[src/rtl/uart_pkg.sv]
// Types and constants used by both UART directions.
package uart_pkg;

  localparam int unsigned UART_OVERSAMPLE = 16;

  typedef enum logic [2:0] {
    IDLE,
    START_BIT,
    DATA_BITS,
    PARITY_BIT,
    STOP_BIT,
    BREAK
  } uart_state_e;

endpackage : uart_pkg

[src/rtl/uart_rx_if.sv]
// Receiver bus: oversample tick and serial line in, byte and error flags out.
interface uart_rx_if #(
  parameter int unsigned DATA_WIDTH = 8
);

  logic                  baud_tick_os;
  logic                  rx_serial;
  logic [DATA_WIDTH-1:0] data_out;
  logic                  data_valid;
  logic                  parity_err;
  logic                  frame_err;

  // master drives the line and consumes bytes; slave is the receiver itself
  modport master (
    output baud_tick_os,
    output rx_serial,
    input  data_out,
    input  data_valid,
    input  parity_err,
    input  frame_err
  );

  modport slave (
    input  baud_tick_os,
    input  rx_serial,
    output data_out,
    output data_valid,
    output parity_err,
    output frame_err
  );

endinterface : uart_rx_if

[src/rtl/uart_rx_sync_2ff.sv]
// Generic two-flop synchronizer with a selectable reset value.
module sync_2ff #(
  parameter logic RST_VAL = 1'b1
) (
  input  logic clk,
  input  logic rst,
  input  logic d_i,
  output logic q_o
);

  logic meta_q;
  logic sync_q;

  always_ff @(posedge clk or posedge rst) begin
    if (rst) begin
      meta_q <= RST_VAL;
      sync_q <= RST_VAL;
    end else begin
      meta_q <= d_i;
      sync_q <= meta_q;
    end
  end

  assign q_o = sync_q;

endmodule : sync_2ff

[src/rtl/uart_rx.sv]
// 16x-oversampled UART receiver: start, LSB-first data, even parity, stop.
module uart_rx
  import uart_pkg::*;
#(
  parameter int unsigned DATA_WIDTH = 8,
  parameter int unsigned OVERSAMPLE = UART_OVERSAMPLE
) (
  input logic       clk,
  input logic       rst,
  uart_rx_if.slave  bus_if
);

  localparam int unsigned OSW = $clog2(OVERSAMPLE);
  localparam int unsigned BCW = $clog2(DATA_WIDTH) + 1;
  localparam logic [OSW-1:0] OS_MID  = OSW'(OVERSAMPLE / 2 - 1);
  localparam logic [OSW-1:0] OS_LAST = OSW'(OVERSAMPLE - 1);
  localparam logic [BCW-1:0] BIT_LAST = BCW'(DATA_WIDTH - 1);

  uart_state_e           state_q;
  logic [OSW-1:0]        os_cnt_q;
  logic [BCW-1:0]        bit_cnt_q;
  logic [DATA_WIDTH-1:0] shift_q;
  logic                  par_bit_q;
  logic [DATA_WIDTH-1:0] data_q;
  logic                  valid_q;
  logic                  perr_q;
  logic                  ferr_q;

  logic tick;
  logic rx;

  assign tick = bus_if.baud_tick_os;

  sync_2ff #(
    .RST_VAL (1'b1)
  ) u_sync (
    .clk (clk),
    .rst (rst),
    .d_i (bus_if.rx_serial),
    .q_o (rx)
  );

  // Start bit is qualified at its midpoint; later bits are sampled one full period apart.
  always_ff @(posedge clk or posedge rst) begin
    if (rst) begin
      state_q   <= IDLE;
      os_cnt_q  <= '0;
      bit_cnt_q <= '0;
      shift_q   <= '0;
      par_bit_q <= 1'b0;
      data_q    <= '0;
      valid_q   <= 1'b0;
      perr_q    <= 1'b0;
      ferr_q    <= 1'b0;
    end else begin
      valid_q <= 1'b0;
      if (tick) begin
        os_cnt_q <= (os_cnt_q == OS_LAST) ? '0 : os_cnt_q + OSW'(1);
        case (state_q)
          IDLE: begin
            if (!rx) begin
              state_q  <= START_BIT;
              os_cnt_q <= '0;
            end
          end
          START_BIT: begin
            if (os_cnt_q == OS_MID) begin
              if (rx) begin
                state_q <= IDLE;
              end else begin
                state_q   <= DATA_BITS;
                os_cnt_q  <= '0;
                bit_cnt_q <= '0;
              end
            end
          end
          DATA_BITS: begin
            if (os_cnt_q == OS_LAST) begin
              shift_q   <= {rx, shift_q[DATA_WIDTH-1:1]};
              bit_cnt_q <= bit_cnt_q + BCW'(1);
              if (bit_cnt_q == BIT_LAST) begin
                state_q <= PARITY_BIT;
              end
            end
          end
          PARITY_BIT: begin
            if (os_cnt_q == OS_LAST) begin
              par_bit_q <= rx;
              state_q   <= STOP_BIT;
            end
          end
          STOP_BIT: begin
            if (os_cnt_q == OS_LAST) begin
              data_q  <= shift_q;
              perr_q  <= par_bit_q ^ (^shift_q);
              ferr_q  <= ~rx;
              valid_q <= 1'b1;
              state_q <= rx ? IDLE : BREAK;
            end
          end
          BREAK: begin
            // a held-low line must return high before a new start is accepted
            if (rx) begin
              state_q <= IDLE;
            end
          end
          default: begin
            state_q <= IDLE;
          end
        endcase
      end
    end
  end

  assign bus_if.data_out   = data_q;
  assign bus_if.data_valid = valid_q;
  assign bus_if.parity_err = perr_q;
  assign bus_if.frame_err  = ferr_q;

endmodule : uart_rx

[src/flat_wrapper.sv]
// flat-port wrapper written by rule: the top's interface ports become plain ports
module uart_rx_flat import uart_pkg::*;
#(
  parameter int unsigned DATA_WIDTH = 8,
  parameter int unsigned OVERSAMPLE = UART_OVERSAMPLE
)
  (clk, rst, bus_if_baud_tick_os, bus_if_rx_serial, bus_if_data_out, bus_if_data_valid, bus_if_parity_err, bus_if_frame_err);
  uart_rx_if #(.DATA_WIDTH(DATA_WIDTH)) bus_if_i ();
  input logic clk;
  input logic rst;
  input wire logic [$bits(bus_if_i.baud_tick_os)-1:0] bus_if_baud_tick_os;
  input wire logic [$bits(bus_if_i.rx_serial)-1:0] bus_if_rx_serial;
  output wire logic [$bits(bus_if_i.data_out)-1:0] bus_if_data_out;
  output wire logic [$bits(bus_if_i.data_valid)-1:0] bus_if_data_valid;
  output wire logic [$bits(bus_if_i.parity_err)-1:0] bus_if_parity_err;
  output wire logic [$bits(bus_if_i.frame_err)-1:0] bus_if_frame_err;
  assign bus_if_i.baud_tick_os = bus_if_baud_tick_os;
  assign bus_if_i.rx_serial = bus_if_rx_serial;
  assign bus_if_data_out = bus_if_i.data_out;
  assign bus_if_data_valid = bus_if_i.data_valid;
  assign bus_if_parity_err = bus_if_i.parity_err;
  assign bus_if_frame_err = bus_if_i.frame_err;
  uart_rx #(.DATA_WIDTH(DATA_WIDTH), .OVERSAMPLE(OVERSAMPLE)) u_core (.clk(clk), .rst(rst), .bus_if(bus_if_i));
endmodule
[config.mk]
export PLATFORM = sky130hd
export DESIGN_NAME = uart_rx_flat
export DESIGN_NICKNAME = d
export VERILOG_FILES = /design/src/rtl/uart_pkg.sv /design/src/rtl/uart_rx_if.sv /design/src/rtl/uart_rx_sync_2ff.sv /design/src/rtl/uart_rx.sv /design/src/flat_wrapper.sv
export SDC_FILE = /design/constraint.sdc
export NUM_CORES = 1
export LEC_CHECK = 0
export CAP_MARGIN = 40
export CORE_ASPECT_RATIO = 1.1
export CORE_MARGIN = 4
export CORE_UTILIZATION = 63
export CTS_BUF_LIST = sky130_fd_sc_hd__clkbuf_8
export CTS_CLUSTER_DIAMETER = 60
export CTS_CLUSTER_SIZE = 40
export DETAILED_ROUTE_END_ITERATION = 8
export GPL_TIMING_DRIVEN = 0
export MAX_ROUTING_LAYER = met4
export PLACE_DENSITY = 0.95
export REMOVE_ABC_BUFFERS = 1
export SLEW_MARGIN = 10
export SYNTH_ARGS = -nofsm -noshare
export SYNTH_HDL_FRONTEND = slang
export SYNTH_SLANG_ARGS = --single-unit
export TNS_END_PERCENT = 1
[constraint.sdc]
create_clock -name clk -period 3.15 [get_ports clk]
set_input_delay 0.63 -clock clk [delete_from_list [all_inputs] [get_ports clk]]
set_output_delay 0.63 -clock clk [all_outputs]
set_load 0.01 [all_outputs]
==> metrics.yaml <==
die_h_um: 61.1
synthTopCellsByArea: "dfrtp_1 48%, mux2_2 9.8%, mux2_4 4.6%"
worstSetupEndpointType: "flop"
antenna_found_initial: 0
final.min_clock_period_ps: 2150
ff2ff_setup_slack_ps: 1230
grt-ovfl-total: 0
hold_viol: 0
dr.pass1.iters: 4
ys.warnings.count: 0
dp_hpwl_mm: 2.09
path_class: "primary input to flop"
ff2ff_path_depth: 5
crit_fanout: 13
rows: 19
wirelength_mm: 2.90
synth-seq-cells: 33
wl_per_cell_um: 16.1
yosysTopAreaCellShare_pct: 48.0
hold_path_class: "flop to flop"
worst_slew_pin_slew_ps: 728
leakage_nw: 0.907
clock.fmax_ghz: 0.465
cellPowerDensity_nw_per_um2: 622
cts-buffers-inserted: 5
fin_worst_skew_ps: 5.12
startpoint_type: "primary input"
vias_per_cell: 6.03
whs_path_depth: 0
whs_endpoint: "u_core.u_sync.q_o"
avgSynthCellArea_um2: 12.2
gp_congestion: 0.886
syn_inst: 133
timing.setup.tns_ps: 0
drc: 0
drive_above_1_share_pct: 22.1
post-synth-top-area-cell: "dfrtp_1"
clk_latency_ps: 280
worst-endpoint-arrival_ps: 2310
drtIter0Drc: 33
grt_max_degree: 18
synth.most_common_cell: "dfrtp_1"
drv_slew: 0
fin_area_um2: 1880
synth_edf_count: 0
r2r_end: "u_core.bit_cnt_q[3]"
antenna_cells: 0
ys_async_sr_fraction_pct: 100
vdd_drop_max_uv: 610
synth.distinct_cells: 45
htreeDepth: 2
finalSetupViolations: 0
grt_pass1_vias: 1017
reg2reg_from: "u_core.os_cnt_q[0]"
placed_cell_area_um2: 1770
yosysSeqAreaShare_pct: 51.2
cts_hold_buf: 0
pre_cts_ws_ps: 712
ant_nets: 0
min-delay-start: "u_core.u_sync.meta_q"
slew_headroom_pct: 51.4
cts_tree: "done"
die_w_um: 56.3
cts.sinks: 33
synth_common_cells: "31 x dfrtp_1, 14 x mux2_2, 7 x nand2_1, 7 x o21ai_0, 6 x nor2_1"
vias: 1086
start_util_pct: 65.4
rsz0062_at_grt: "false"
cts.path.max_buffers: 2
status: "completed"
numPortBuffers: 14
post-cts-setup-buffers: 0
synthFlopType: "dfrtp_1"
cts_resized: 0
die-area_um2: 3440
grt_pass1_wl_mm: 4.78
nets: 154
ios: 15
drv_cap: 0
cts_root_buf: "clkbuf_8"
cp.required_ps: 3310
setup_slack_ps: 1000
grt_usage_pct: 19.4
core_um2: 2470
syn_area_um2: 1620
path_clk_slew_ps: 60
period_share_pct: 68.2
syn2layout_area_growth_pct: 16.4
-- layer usage --
layer	vias to the layer above	track usage, %	part of all wire [%]
li1	506	-	-
met1	533	20.4	38
met2	38	34.6	54
met3	9	4.61	6.2
met4	0	10.2	2.3
met5	-	-	0
-- state kept, by name, indices dropped and copies added (netlist names) --
signal                    cells
u_core.bus_if.parity_err      1
u_core.u_sync.q_o             1
u_core.shift_q                8
u_core.par_bit_q              1
u_core.bus_if.data_valid      1
u_core.bit_cnt_q              4
u_core.bus_if.frame_err       1
u_core.state_q                3
u_core.u_sync.meta_q          1
u_core.bus_if.data_out        8
u_core.os_cnt_q               4
-- critical path, cell delays in order --
cell and delay (ps):
clkdlybuf4s50_1 610, nand4_1 170, or4_4 560, mux2_4 340
-- cell families (layout without fill, tap and decap cells) --
group                      count (synthesis)  count (layout)  synth area share [%]
adders and majority gates                  2               2                  1.55
AOI/OAI and AO/OA                         24              24                  10.1
muxes                                     20              20                  15.0
and+or+nand+nor                           36              36                  12.8
DFF                                       33              33                  51.2
buffers and inverters                     11              27                  4.64
xor gates and xnor gates                   7               7                  4.64
-- cells in the final DEF, fill, tap and decap left out, types with 3 or more instances in the layout --
master,synthesis,layout
inv_1,3,4
o21ai_0,7,7
nor2_1,6,6
nand3_1,3,3
o31ai_1,3,3
mux2_2,14,14
clkbuf_8,0,6
dfrtp_1,31,31
mux2_4,5,5
xnor2_1,4,4
clkdlybuf4s50_1,0,14
nand2_1,7,7
nor2b_1,3,3
-- power breakdown --
| part | total (mW) | switching, mW | internal, mW |
|---|---|---|---|
| clock network | 0.397 | 0.143 | 0.254 |
| registers | 0.558 | 0.0868 | 0.471 |
| logic | 0.215 | 0.104 | 0.111 |
| total | 1.17 | 0.334 | 0.837 |
-- worst max-delay path by stage --
stage,from,end,slack [ps],cells after the start
final,bus_if_baud_tick_os,u_core.bus_if.data_out[7],1000,4
after global placement,bus_if_baud_tick_os,u_core.bus_if.data_out[7],750,4
after detailed placement,bus_if_baud_tick_os,u_core.bus_if.data_out[7],710,4
after floorplan,bus_if_baud_tick_os,u_core.bus_if.data_out[0],1470,3
after global routing,bus_if_baud_tick_os,u_core.shift_q[4],930,4
after CTS,bus_if_baud_tick_os,u_core.bus_if.data_out[7],1010,4
-- metrics by stage --
stage                     hold slack, ps  power (mW)  std cells  utilization, %
after floorplan                      345       0.711        126               -
after global placement               346       0.749        171            70.3
after detailed placement             349       0.774        172            71.4
after CTS                            358        1.18        180            76.1
after global routing                 360        1.24        180            76.1
final                                357        1.17        180            76.1
-- final cells by class --
type	instances	area (µm²)
repair buffers	15	168
fillers	150	591
clock buffers	6	82.6
flip-flops and latches	33	828
multi-input cells	89	713
well taps	31	38.8
clock inverters	2	33.8
inverters	4	17.5
Power figures use the tool's default switching activity.
